===== src/rtl/instruction_fetch_pkg.sv =====
// instruction_fetch_pkg: opcode field layout and fetch FSM encodings shared by fetch and decode
package instruction_fetch_pkg;
  localparam int OP_MSB = 15;
  localparam int OP_LSB = 12;
  localparam int JT_W = 10;
  localparam logic [3:0] OP_JUMP = 4'b1010;
  localparam logic [3:0] OP_HALT = 4'b1110;
  localparam logic [0:0] S_FETCH = 1'b0;
  localparam logic [0:0] S_HALTED = 1'b1;
  function automatic logic [3:0] opcode(input logic [15:0] instr);
    return instr[OP_MSB:OP_LSB];
  endfunction
endpackage


===== src/rtl/instruction_fetch_next_pc.sv =====
// fetch_next_pc: next program counter, priority reset > redirect > hold > jump > halt-hold > increment
module fetch_next_pc #(
  parameter int N = 10,
  parameter logic [N-1:0] RESET_PC = '0
) (
  input  logic         rst,
  input  logic         redirect,
  input  logic         load,
  input  logic         jump,
  input  logic         halt,
  input  logic [N-1:0] pc,
  input  logic [N-1:0] redirect_target,
  input  logic [N-1:0] jump_target,
  output logic [N-1:0] next_pc
);
  always_comb
    next_pc = rst ? RESET_PC : redirect ? redirect_target : !load ? pc :
              jump ? jump_target : halt ? pc : pc + N'(1);
endmodule


===== src/rtl/instruction_fetch.sv =====
// instruction_fetch: single-entry fetch stage with stall, redirect and HALT handling.
// Define FETCH_JUMP_PREDECODE_EN to resolve JUMP opcodes in fetch with a one-cycle bubble.
module instruction_fetch
  import instruction_fetch_pkg::*;
#(
  parameter int N = 10,
  parameter logic [N-1:0] RESET_PC = '0
) (
  input  logic         clk,
  input  logic         rst,
  output logic [N-1:0] pm_addr,
  input  logic [15:0]  pm_data,
  output logic [15:0]  instr_out,
  output logic [N-1:0] instr_pc,
  output logic         instr_valid,
  input  logic         instr_ready,
  input  logic         redirect_valid,
  input  logic [N-1:0] redirect_target,
  output logic         halted
);
  logic [0:0] state;
  logic [N-1:0] pc, next_pc, jump_target;
  logic fetching, redirect, load, is_halt, is_jump;
  always_comb begin
    fetching = state == S_FETCH;
    redirect = fetching && redirect_valid;
    load = fetching && (!instr_valid || instr_ready) && !redirect_valid;
    is_halt = opcode(pm_data) == OP_HALT;
`ifdef FETCH_JUMP_PREDECODE_EN
    is_jump = opcode(pm_data) == OP_JUMP;
`else
    is_jump = 1'b0;
`endif
    jump_target = N'(pm_data[JT_W-1:0]);
  end
  assign pm_addr = pc;
  assign halted = state == S_HALTED;
  fetch_next_pc #(.N(N), .RESET_PC(RESET_PC)) u_next_pc (
    .rst(rst),
    .redirect(redirect),
    .load(load),
    .jump(is_jump),
    .halt(is_halt),
    .pc(pc),
    .redirect_target(redirect_target),
    .jump_target(jump_target),
    .next_pc(next_pc)
  );
  always_ff @(posedge clk) begin
    pc <= next_pc;
    if (rst) begin
      state <= S_FETCH;
      instr_out <= 16'h0000;
      instr_pc <= '0;
      instr_valid <= 1'b0;
    end else if (redirect) begin
      instr_valid <= 1'b0;
    end else if (load) begin
      instr_valid <= !is_jump;
      if (!is_jump) begin
        instr_out <= pm_data;
        instr_pc <= pc;
        if (is_halt) state <= S_HALTED;
      end
    end else if (!fetching && instr_ready) begin
      instr_valid <= 1'b0;
    end
  end
endmodule

===== config.mk =====
export PLATFORM = sky130hd
export DESIGN_NAME = instruction_fetch
export DESIGN_NICKNAME = d
export VERILOG_FILES = /design/src/rtl/instruction_fetch_pkg.sv /design/src/rtl/instruction_fetch_next_pc.sv /design/src/rtl/instruction_fetch.sv
export SDC_FILE = /design/constraint.sdc
export NUM_CORES = 1
export LEC_CHECK = 0
export BUFFER_PORTS_ARGS = -buffer_cell sky130_fd_sc_hd__clkbuf_2
export CAP_MARGIN = 25
export CORE_ASPECT_RATIO = 1.2
export CORE_MARGIN = 2
export CORE_UTILIZATION = 30
export CTS_BUF_LIST = sky130_fd_sc_hd__clkbuf_4
export CTS_CLUSTER_SIZE = 8
export DETAILED_ROUTE_END_ITERATION = 8
export PLACE_DENSITY = 0.57
export SYNTH_ARGS = -nofsm -noshare
export SYNTH_HDL_FRONTEND = slang
export SYNTH_SLANG_ARGS = --single-unit

===== constraint.sdc =====
create_clock -name clk -period 1.9 [get_ports clk]
set_clock_uncertainty 0.1 [all_clocks]
set_input_delay 0.57 -clock clk [delete_from_list [all_inputs] [get_ports clk]]
set_output_delay 0.57 -clock clk [all_outputs]
set_load 0.02 [all_outputs]

==> impl_metrics.yaml, run 1 <==
setup_path:
  r2r_setup_slack_ns: 0.36
  cp-startpoint: "halted$_SDFFE_PP0P_"
  critical-path-top-delay-family: "flip-flops"
  cell_at_the_slowest_stage_of_the_critical_path: "dfxtp_2"
  crit_chain: "clkbuf_2"
  crit_cells: 1
  element_type_at_the_critical_path_end: "output port"
  r2r_depth: 4
  cp.required_ns: 1.23
  crit_arrival_ns: 1.02
  critical_path_peak_fanout: 10
  critPathMaxStageDelay_ns: 0.48
  rr_startpoint: "pm_addr[3]$_SDFFE_PP0P_"
  timing.setup.critical_path_class: "flop to output port"
  crit-reg2reg-capture: "pm_addr[8]$_SDFFE_PP0P_"
  worstSetupStartpointType: "flop"
  cp_num_buf_inv: 1
floorplanning:
  core_sq_um: 5260
  die_width_microns: 71.0
  effective_utilization_at_floorplan_pct: 30.7
  ioPinCount: 68
  die_h_microns: 84.4
  core.rowCount: 29
  die-area_sq_um: 6000
synthesis:
  synthesized_area_sq_um: 1620
  mappedNetlistNets: 222
  syn_avg_cell_area_sq_um: 8.47
  post_synth_inst_count: 191
  synth_top_area_share_pct: 47.0
  netlist.top_cell.by_area: "dfxtp_1"
  ys.warnings.count: 0
  netlist-cell-type-count: 30
  netlist_top_cells_area: "dfxtp_1 (47%), nand2_1 (13%), a21oi_1 (8.7%)"
  synth.ff_latch_count: 38
  synth_seq_area_share_pct: 47.0
clocking:
  total_setup_buffers_inserted_after_cts: 0
  cts_num_sinks: 38
  post_cts_resized: 0
  cts_max_level: 2
  clk_pin_slew_ns: 0.11
  root_buffer_cell: "clkbuf_4"
  cts_tree: "yes"
  cts_max_path_buffers: 2
  inserted_clock_buffers: 5
  worstSkewPairLatency_ns: 0.32
  holdBufCountCts: 0
timing:
  min_period_ns: 1.69
  timing_worst_slew_pin_value_ns: 0.415
  timing.final.max_slew_violations: 0
  finalHoldViolCount: 0
  timing.slew.headroom_pct: 72.3
  layout_worst_path_cycle_share_pct: 89.0
  unrepaired_setup_endpoints_after_global_routing: "no"
  setup_viol_count_final: 0
  setup_total_negative_slack_ns: 0
  achievable-frequency_mhz: 591
finish:
  post_layout_nonfiller_instances: 327
  num_antenna_cells: 0
  mostFrequentLayoutCells: "clkbuf_2 (67), nand2_1 (54), dfxtp_1 (37)"
  final_layout_size_suffix_gt1_share_pct: 37.0
  syn2layout_area_growth_pct: 31.9
  final_layout_net_count: 296
  layout_commonest_cell: "clkbuf_2"
global_route:
  grt_pass1_vias: 1518
  pin_count_of_the_biggest_net_entering_global_routing: 25
  gr-total-overflow: 0
  gr-usage-all-layers_pct: 14.4
  global_route_wire_length_before_repair_mm: 6.89
  antenna_found_initial: 0
placed_design:
  hpwlAfterDp_mm: 3.03
  post-place-cells: 320
  placement.io_buffers: 67
  finalWeightedCongestion: 0.763
route:
  drc_errors: 0
  drt_iter0_drc: 60
  avgViaCountPerCell: 4.73
  routedWlPerCell_microns: 12.6
  first_pass_iters: 4
  drtAntennaViolNets: 0
  routed_wl_mm: 4.11
  vias: 1546
worst_hold_path:
  hold_path.class: "primary input to flop"
  hold_path.startpoint: "pm_data[11]"
  hold_path_depth: 3
  hold_end: "instr_out[11]$_SDFFE_PP0P_"
power:
  p_clk_share_pct: 25.5
  switching_power_mw: 0.471
  cellLeakagePower_nw: 0.952
  cellInternalPower_mw: 1.14
  power_density_nw_per_um2: 757
  netSwitchingFraction_pct: 29.2
  worst_ir_drop_vdd_mv: 0.351
  seqPwrFrac_pct: 54.8
  comb_power_share_pct: 19.7
job:
  max_cap_violations: 0
outcome:
  status: "complete, no violations"
==> kinds of logic (layout without fill, tap and decap cells) <==
kind of cell               Yosys count  in the layout  share of synthesized area, %
xor gates and xnor gates             3              3                          1.62
AOI/OAI and AO/OA                   40             40                          14.8
and+or+nand+nor                     92             92                          30.5
muxes                                1              1                         0.619
adders and majority gates            1              1                         0.773
DFF                                 38             38                          47.0
buffers and inverters               16             90                          4.72
==> Yosys cell counts <==
cell type	number
inv_1	2
and4b_4	1
nand2b_1	2
nor3b_1	1
and4_1	5
nand2_1	54
mux2i_1	1
a31o_1	1
nor2b_1	3
and2_1	1
buf_4	2
or3_1	1
nor4_2	3
nor4_1	2
clkbuf_1	5
xnor2_1	3
dfxtp_1	38
a21oi_1	28
ha_1	1
and3_1	2
nand4_1	2
nor3_4	2
o31ai_1	1
a311oi_2	1
nor2_1	10
nor3_1	1
nor4_4	1
a211oi_1	9
buf_2	7
nor3_2	1
==> flip-flops by register name, indices dropped and copies added, names as in the netlist <==
register and cells:
instr_out 16, instr_pc 10, pm_addr 10, halted 1
instr_valid 1
==> per-stage QoR <==
step	util, %	hold slack, ns	power (mW)	instance area (sq um)	worst slack, ns
6_report	40.5	0.349	1.61	2130	0.209
3_5_place_dp	39.5	0.347	1.23	2080	0.0207
5_1_grt	40.5	0.342	1.71	2130	0.131
4_1_cts	40.5	0.333	1.65	2130	0.0266
2_1_floorplan	-	0.433	1.09	1620	0.160
3_3_place_gp	39.5	0.343	1.23	2080	0.0403
==> worst max-delay path by stage <==
stage | slack, ns | endpoint
finish | 0.21 | halted
global route | 0.13 | halted
CTS | 0.03 | halted
detailed placement | 0.02 | pm_addr[7]$_SDFFE_PP0P_
global placement | 0.04 | pm_addr[7]$_SDFFE_PP0P_
floorplan | 0.16 | pm_addr[7]$_SDFFE_PP0P_
==> power by group through the flow <==
stage	clock network, mW	logic (mW)	registers (mW)
2_1_floorplan	0	0.135	0.956
6_report	0.411	0.319	0.885
4_1_cts	0.437	0.325	0.886
3_3_place_gp	0	0.322	0.904
3_5_place_dp	0	0.324	0.904
5_1_grt	0.465	0.352	0.894
==> cell type report <==
class                           instances  area, sq um
Fill cell                             547         3130
Timing Repair Buffer                   81          453
Multi-Input combinational cell        137          781
Tap cell                               62         77.6
Clock buffer                            7         52.6
Inverter                                2         7.51
Sequential cell                        38          762
==> routing by layer <==
layer  global-route usage (%)  vias up  part of all wire [%]
met1                     16.6      708                    44
met4                     4.63        0                   1.1
met2                     26.2       36                    50
li1                         -      797                     -
met3                     3.24        5                   4.9
met5                        0        -                     0
No activity file was read; power rests on OpenSTA's default activity.
==> run 2: changes to the inputs <==
Settings changed: PLACE_DENSITY 0.57 to 0.55, SYNTH_HIERARCHICAL from default to 1.
==> run 2 against run 1 <==
Effect of this change:
- die area is 26% higher
- final area grew 22%
- clock power is 1% higher
- largest cell class unchanged
- setup slack lost 0.12 ns
- highest routed layer unchanged
- register-to-register slack worse by 0.20 ns
- final cell count rose by 25%
- critical endpoint unchanged
- critical path type unchanged
- largest power group unchanged
==> impl_metrics.yaml, run 2 <==
timing:
  achievable-frequency_mhz: 551
  finalHoldViolCount: 0
  timing.final.max_slew_violations: 0
  min_period_ns: 1.81
  unrepaired_setup_endpoints_after_global_routing: "no"
  setup_viol_count_final: 0
  layout_worst_path_cycle_share_pct: 95.5
clocking:
  inserted_clock_buffers: 5
  root_buffer_cell: "clkbuf_4"
  cts_max_level: 2
  cts_num_sinks: 38
  worstSkewPairLatency_ns: 0.34
  total_setup_buffers_inserted_after_cts: 0
  cts_max_path_buffers: 2
  cts_tree: "yes"
  holdBufCountCts: 0
  clk_pin_slew_ns: 0.11
finish:
  num_antenna_cells: 0
  syn2layout_area_growth_pct: 26.4
  largest_register: "instr_out"
  post-route-util_pct: 38.7
  final_layout_size_suffix_gt1_share_pct: 34.9
  post_layout_nonfiller_instances: 408
  final_layout_net_count: 351
  layout_commonest_cell: "clkbuf_2"
  largest_register_ff_count: 16
  mostFrequentLayoutCells: "clkbuf_2 (67), dfxtp_1 (38), a21oi_1 (33)"
global_route:
  antenna_found_initial: 0
  gr-total-overflow: 0
  grt_pass1_vias: 1984
  global_route_wire_length_before_repair_mm: 10.3
  pin_count_of_the_biggest_net_entering_global_routing: 32
  gr-usage-all-layers_pct: 17.4
synthesis:
  synth.ff_latch_count: 38
  post-synth-top-count-cell: "dfxtp_1"
  synthesized_area_sq_um: 2060
  netlist-cell-type-count: 47
  synth_flop_cell: "dfxtp_1"
  synth_top_area_share_pct: 36.9
  syn_avg_cell_area_sq_um: 8.56
  asyncSetResetFlopFracSynth_pct: 0
  netlist_top_cells_area: "dfxtp_1 (37%), o31ai_1 (11%), a21oi_1 (8.2%)"
  synth-edff-count: 0
  netlist.top_cell.by_area: "dfxtp_1"
  synth_seq_area_share_pct: 36.9
  synthTopCellsByCount: "dfxtp_1 (38), a21oi_1 (34), nand3_1 (29), o31ai_1 (29), nand2_1 (13)"
  post_synth_inst_count: 241
  ys.warnings.count: 6
placed_design:
  placement.io_buffers: 67
  hpwlAfterDp_mm: 4.70
  post-place-cells: 400
  finalWeightedCongestion: 0.849
route:
  avgViaCountPerCell: 5.23
  drtAntennaViolNets: 0
  first_pass_iters: 4
  drt_iter0_drc: 90
  routedWlPerCell_microns: 15.9
  drc_errors: 0
  vias: 2134
  routed_wl_mm: 6.47
power:
  cellLeakagePower_nw: 1.17
  power_density_nw_per_um2: 662
  totalPowerFinal_mw: 1.73
  netSwitchingFraction_pct: 32.3
  seqPwrFrac_pct: 51.0
  comb_power_share_pct: 24.9
  worst_ir_drop_vdd_mv: 0.206
  switching_power_mw: 0.557
  p_clk_share_pct: 24.1
  cellInternalPower_mw: 1.17
floorplanning:
  core_sq_um: 6730
  die_width_microns: 79.7
  die-area_sq_um: 7560
  core.rowCount: 33
  ioPinCount: 68
  die_h_microns: 94.8
  effective_utilization_at_floorplan_pct: 30.7
setup_path:
  critical_path_peak_fanout: 31
  timing.setup.critical_path_class: "flop to output port"
  element_type_at_the_critical_path_end: "output port"
  cell_at_the_slowest_stage_of_the_critical_path: "dfxtp_1"
  worstSetupStartpointType: "flop"
  cp.required_ns: 1.23
  critPathMaxStageDelay_ns: 0.40
  cp_num_buf_inv: 2
  crit_arrival_ns: 1.14
  crit_chain: "buf_12, clkbuf_2"
  critical-path-top-delay-family: "flip-flops"
outcome:
  status: "complete, no violations"
job:
  max_cap_violations: 0
worst_hold_path:
  hold_path.class: "primary input to flop"
## run 2: changes by cell type after synthesis, sizes merged, moves of 4 or more
cell    before  now
a21oi       28   34
nor4         6    0
nor2b        3   10
nand2       54   13
nand3        0   29
o21ai        0    4
and4         5    0
buf          9   22
o31ai        1   29
a211oi       9    1
## run 2: kinds of logic (layout without fill, tap and decap cells)
| logic type | count (synthesis) | in the layout | synth area share [%] |
|---|---|---|---|
| AOI/OAI and AO/OA | 86 | 86 | 27.7 |
| adders and majority gates | 1 | 1 | 0.606 |
| buffers and inverters | 30 | 108 | 10.7 |
| DFF | 38 | 38 | 36.9 |
| muxes | 1 | 1 | 0.546 |
| other | 1 | 3 | 0.182 |
| and+or+nand+nor | 84 | 84 | 23.4 |
## run 2: tightest hold or removal path, delay by kind of cell
| kind | cells | cell delay [ns] |
|---|---|---|
| buffers and inverters | 1 | 0.08 |
| and+or+nand+nor | 1 | 0.05 |
| AOI/OAI and AO/OA | 1 | 0.05 |
## run 2: timing repair
item,4_1_cts,5_1_grt
endpoints found under the setup margin,1,2
resized for setup,1,3
cloned,0,0
## run 2: worst paths after layout
kind | startpoint | to | slack, ns | depth (start not counted)
min reg2reg | instr_out[4]$_SDFFE_PP0P_ | instr_out[4]$_SDFFE_PP0P_ | 0.37 | 2
max reg2reg | pm_addr[0]$_DFF_P_ | pm_addr[8]$_DFF_P_ | 0.16 | 5
min | redirect_target[0] | pm_addr[0]$_DFF_P_ | 0.35 | 3
max | halted$_SDFFE_PP0P_ | halted | 0.09 | 2
## run 2: power groups by stage
| stage | sequential (mW) | combinational [mW] | clock [mW] |
|---|---|---|---|
| after floorplan | 0.961 | 0.209 | 0 |
| after global placement | 0.899 | 0.423 | 0 |
| after detailed placement | 0.899 | 0.425 | 0 |
| after CTS | 0.880 | 0.427 | 0.444 |
| after global routing | 0.888 | 0.468 | 0.472 |
| final | 0.880 | 0.430 | 0.417 |
## run 2: final cells by class
type | instances | area, sq um
timing repair buffer | 95 | 562
clock buffer | 6 | 45.0
fill | 720 | 4120
clock inverter | 2 | 8.76
tap | 87 | 109
sequential | 38 | 761
inverter | 5 | 21.3
multi-input combinational | 175 | 1100
## run 2: metal layers
| metal | GRT usage [%] | share of wire (%) | vias to the layer above |
|---|---|---|---|
| met5 | 0 | 0 | - |
| met3 | 3.35 | 4.3 | 10 |
| met1 | 23.0 | 45 | 1018 |
| met2 | 28.4 | 48 | 48 |
| li1 | - | - | 1058 |
| met4 | 5.60 | 2.0 | 0 |
## run 2: stage by stage
stage,hold slack (ns),setup slack (ns),instance area [sq um],TNS [ns]
global route,0.328,0.0152,2610,0
floorplan,0.448,-0.219,2090,-0.250
finish,0.349,0.0862,2610,0
detailed placement,0.362,-0.245,2540,-1.23
CTS,0.325,0.00453,2590,0
global placement,0.356,-0.214,2540,-0.995
==> run 3: changes to the inputs <==
Settings changed: ABC_AREA from default to 1, PLACE_DENSITY 0.55 to 0.56.
==> run 3 against run 2 <==
Effect of this change:
- critical path depth is 1 lower
- routed wire length shrank 21%
- setup slack better by 0.063 ns
- via count down 10%
- synthesized cell count increased by 12%
- fmax up 3.6%
- global-route usage decreased by 2.7 points
- utilization increased by 0.81 points
- clock power grew 31%
- count of clock-buffer cells in the layout decreased by 1
- sequential cell count stayed put
==> impl_metrics.yaml, run 3 <==
outcome:
  status: "complete, no violations"
global_route:
  gr-total-overflow: 0
  antenna_found_initial: 0
  pin_count_of_the_biggest_net_entering_global_routing: 27
  gr-usage-all-layers_pct: 14.7
  global_route_wire_length_before_repair_mm: 8.20
  grt_pass1_vias: 1692
floorplanning:
  ioPinCount: 68
  die_h_microns: 90.6
  core.rowCount: 31
  die-area_sq_um: 6890
  core_sq_um: 6050
  effective_utilization_at_floorplan_pct: 31.0
  die_width_microns: 76.1
setup_path:
  cp.required_ns: 1.23
  crit_chain: "clkbuf_2"
  cp_num_buf_inv: 1
  critPathMaxStageDelay_ns: 0.51
  crit_arrival_ns: 1.08
  element_type_at_the_critical_path_end: "output port"
  worstSetupStartpointType: "flop"
  critical-path-top-delay-family: "flip-flops"
  r2r_setup_slack_ns: 0.38
  critical_path_peak_fanout: 8
  cell_at_the_slowest_stage_of_the_critical_path: "dfxtp_1"
  timing.setup.critical_path_class: "flop to output port"
timing:
  layout_worst_path_cycle_share_pct: 92.1
  postLayoutSetupSlackWorst_ns: 0.149
  min_period_ns: 1.75
  timing.final.max_slew_violations: 0
  unrepaired_setup_endpoints_after_global_routing: "no"
  setup_viol_count_final: 0
  achievable-frequency_mhz: 571
  setup_total_negative_slack_ns: 0
  finalHoldViolCount: 0
power:
  switching_power_mw: 0.620
  netSwitchingFraction_pct: 32.2
  power_density_nw_per_um2: 804
  seqPwrFrac_pct: 47.9
  p_clk_share_pct: 28.4
  comb_power_share_pct: 23.7
  worst_ir_drop_vdd_mv: 0.260
  totalPowerFinal_mw: 1.92
  cellInternalPower_mw: 1.30
  cellLeakagePower_nw: 1.17
synthesis:
  post-synth-top-count-cell: "nor2_1"
  netlist_top_cells_area: "dfxtp_1 (41%), nor2_1 (11%), nand2_1 (10%)"
  synthTopCellsByCount: "nor2_1 (55), nand2_1 (50), dfxtp_1 (38)"
  ys.warnings.count: 6
  asyncSetResetFlopFracSynth_pct: 0
  synth-edff-count: 0
  netlist-cell-type-count: 28
  synthesized_area_sq_um: 1870
  netlist.top_cell.by_area: "dfxtp_1"
  post_synth_inst_count: 270
  synth.ff_latch_count: 38
  syn_avg_cell_area_sq_um: 6.94
  synth_top_area_share_pct: 40.6
  synth_flop_cell: "dfxtp_1"
  synth_seq_area_share_pct: 40.6
clocking:
  inserted_clock_buffers: 5
  total_setup_buffers_inserted_after_cts: 0
  cts_tree: "yes"
  cts_max_level: 2
  post_cts_resized: 0
  clk_pin_slew_ns: 0.12
  worstSkewPairLatency_ns: 0.34
  cts_max_path_buffers: 2
  root_buffer_cell: "clkbuf_4"
  cts_num_sinks: 38
  holdBufCountCts: 0
finish:
  regArea_sq_um: 761
  largest_register_ff_count: 16
  final_layout_size_suffix_gt1_share_pct: 30.9
  syn2layout_area_growth_pct: 27.8
  num_antenna_cells: 0
  final_layout_net_count: 376
  layout_commonest_cell: "clkbuf_2"
  mostFrequentLayoutCells: "clkbuf_2 (67), nor2_1 (55), nand2_1 (50)"
  num-fill-cells: 703
  multi_input_area_sq_um: 947
  largest_register: "instr_out"
route:
  routedWlPerCell_microns: 11.9
  routed_wl_mm: 5.11
  avgViaCountPerCell: 4.46
  drc_errors: 0
  drtAntennaViolNets: 0
  first_pass_iters: 4
  drt_iter0_drc: 114
  vias: 1910
placed_design:
  placement.io_buffers: 67
  placement.setup.worst_slack_ns: 0.0577
  finalWeightedCongestion: 0.899
  hpwlAfterDp_mm: 3.89
worst_hold_path:
  hold_path.class: "primary input to flop"
job:
  max_cap_violations: 0
## run 3: cell types whose count changed in the layout (fill, tap and decap cells not counted), sizes merged, moves of 18 or more
cell   change
nor2      +61
nand2     +39
o21ai     +39
o31ai     -29
nand3     -21
buf       -19
a21oi     -18
## run 3: area by class of cell
| class | count | area share, % |
|---|---|---|
| inverter | 24 | 3.76 |
| tap | 82 | 4.29 |
| sequential | 38 | 31.8 |
| clock inverter | 3 | 1.67 |
| clock buffer | 5 | 1.57 |
| timing repair buffer | 76 | 17.4 |
| multi-input combinational | 200 | 39.6 |
## run 3: path summary, 6_finish.rpt
check	start	to	cells past startpoint
max	pm_addr[2]$_DFF_P_	pm_addr[2]	1
min	rst	halted$_SDFFE_PP0P_	2
max reg2reg	halted$_SDFFE_PP0P_	pm_addr[0]$_DFF_P_	7
min reg2reg	instr_out[1]$_SDFFE_PP0P_	instr_out[1]$_SDFFE_PP0P_	2
## run 3: per-stage QoR
| stage | area, sq um | hold WS (ns) | std cells | util [%] |
|---|---|---|---|---|
| after floorplan | 1880 | 0.461 | 272 | - |
| after global placement | 2320 | 0.364 | 420 | 38.3 |
| after detailed placement | 2320 | 0.373 | 420 | 38.3 |
| after CTS | 2390 | 0.364 | 428 | 39.6 |
| after global routing | 2390 | 0.375 | 428 | 39.6 |
| final | 2390 | 0.372 | 428 | 39.6 |
## run 3: power groups by stage
stage          Combinational (mW)  Sequential (mW)  Clock (mW)
2_1_floorplan               0.221             1.01           0
3_3_place_gp                0.450            0.940           0
3_5_place_dp                0.454            0.941           0
4_1_cts                     0.456            0.923       0.568
5_1_grt                     0.508            0.932       0.596
6_report                    0.456            0.921       0.546
## run 3: metal layers
metal | share of wire, % | track usage [%] | vias up | wire, microns
li1 | - | - | 1011 | -
met2 | 49 | 24.6 | 51 | 2500
met4 | 1.4 | 5.91 | 0 | 70
met3 | 4.3 | 3.20 | 7 | 221
met5 | 0 | 0 | - | 0
met1 | 45 | 18.4 | 841 | 2310
## run 3: cells by family after synthesis
kind of cell	count (synthesis)	share of synthesized area (%)
AOI/OAI and AO/OA	62	17.4
adders and majority gates	1	0.668
buffers and inverters	34	9.22
DFF	38	40.6
other	1	0.200
and+or+nand+nor	134	31.9
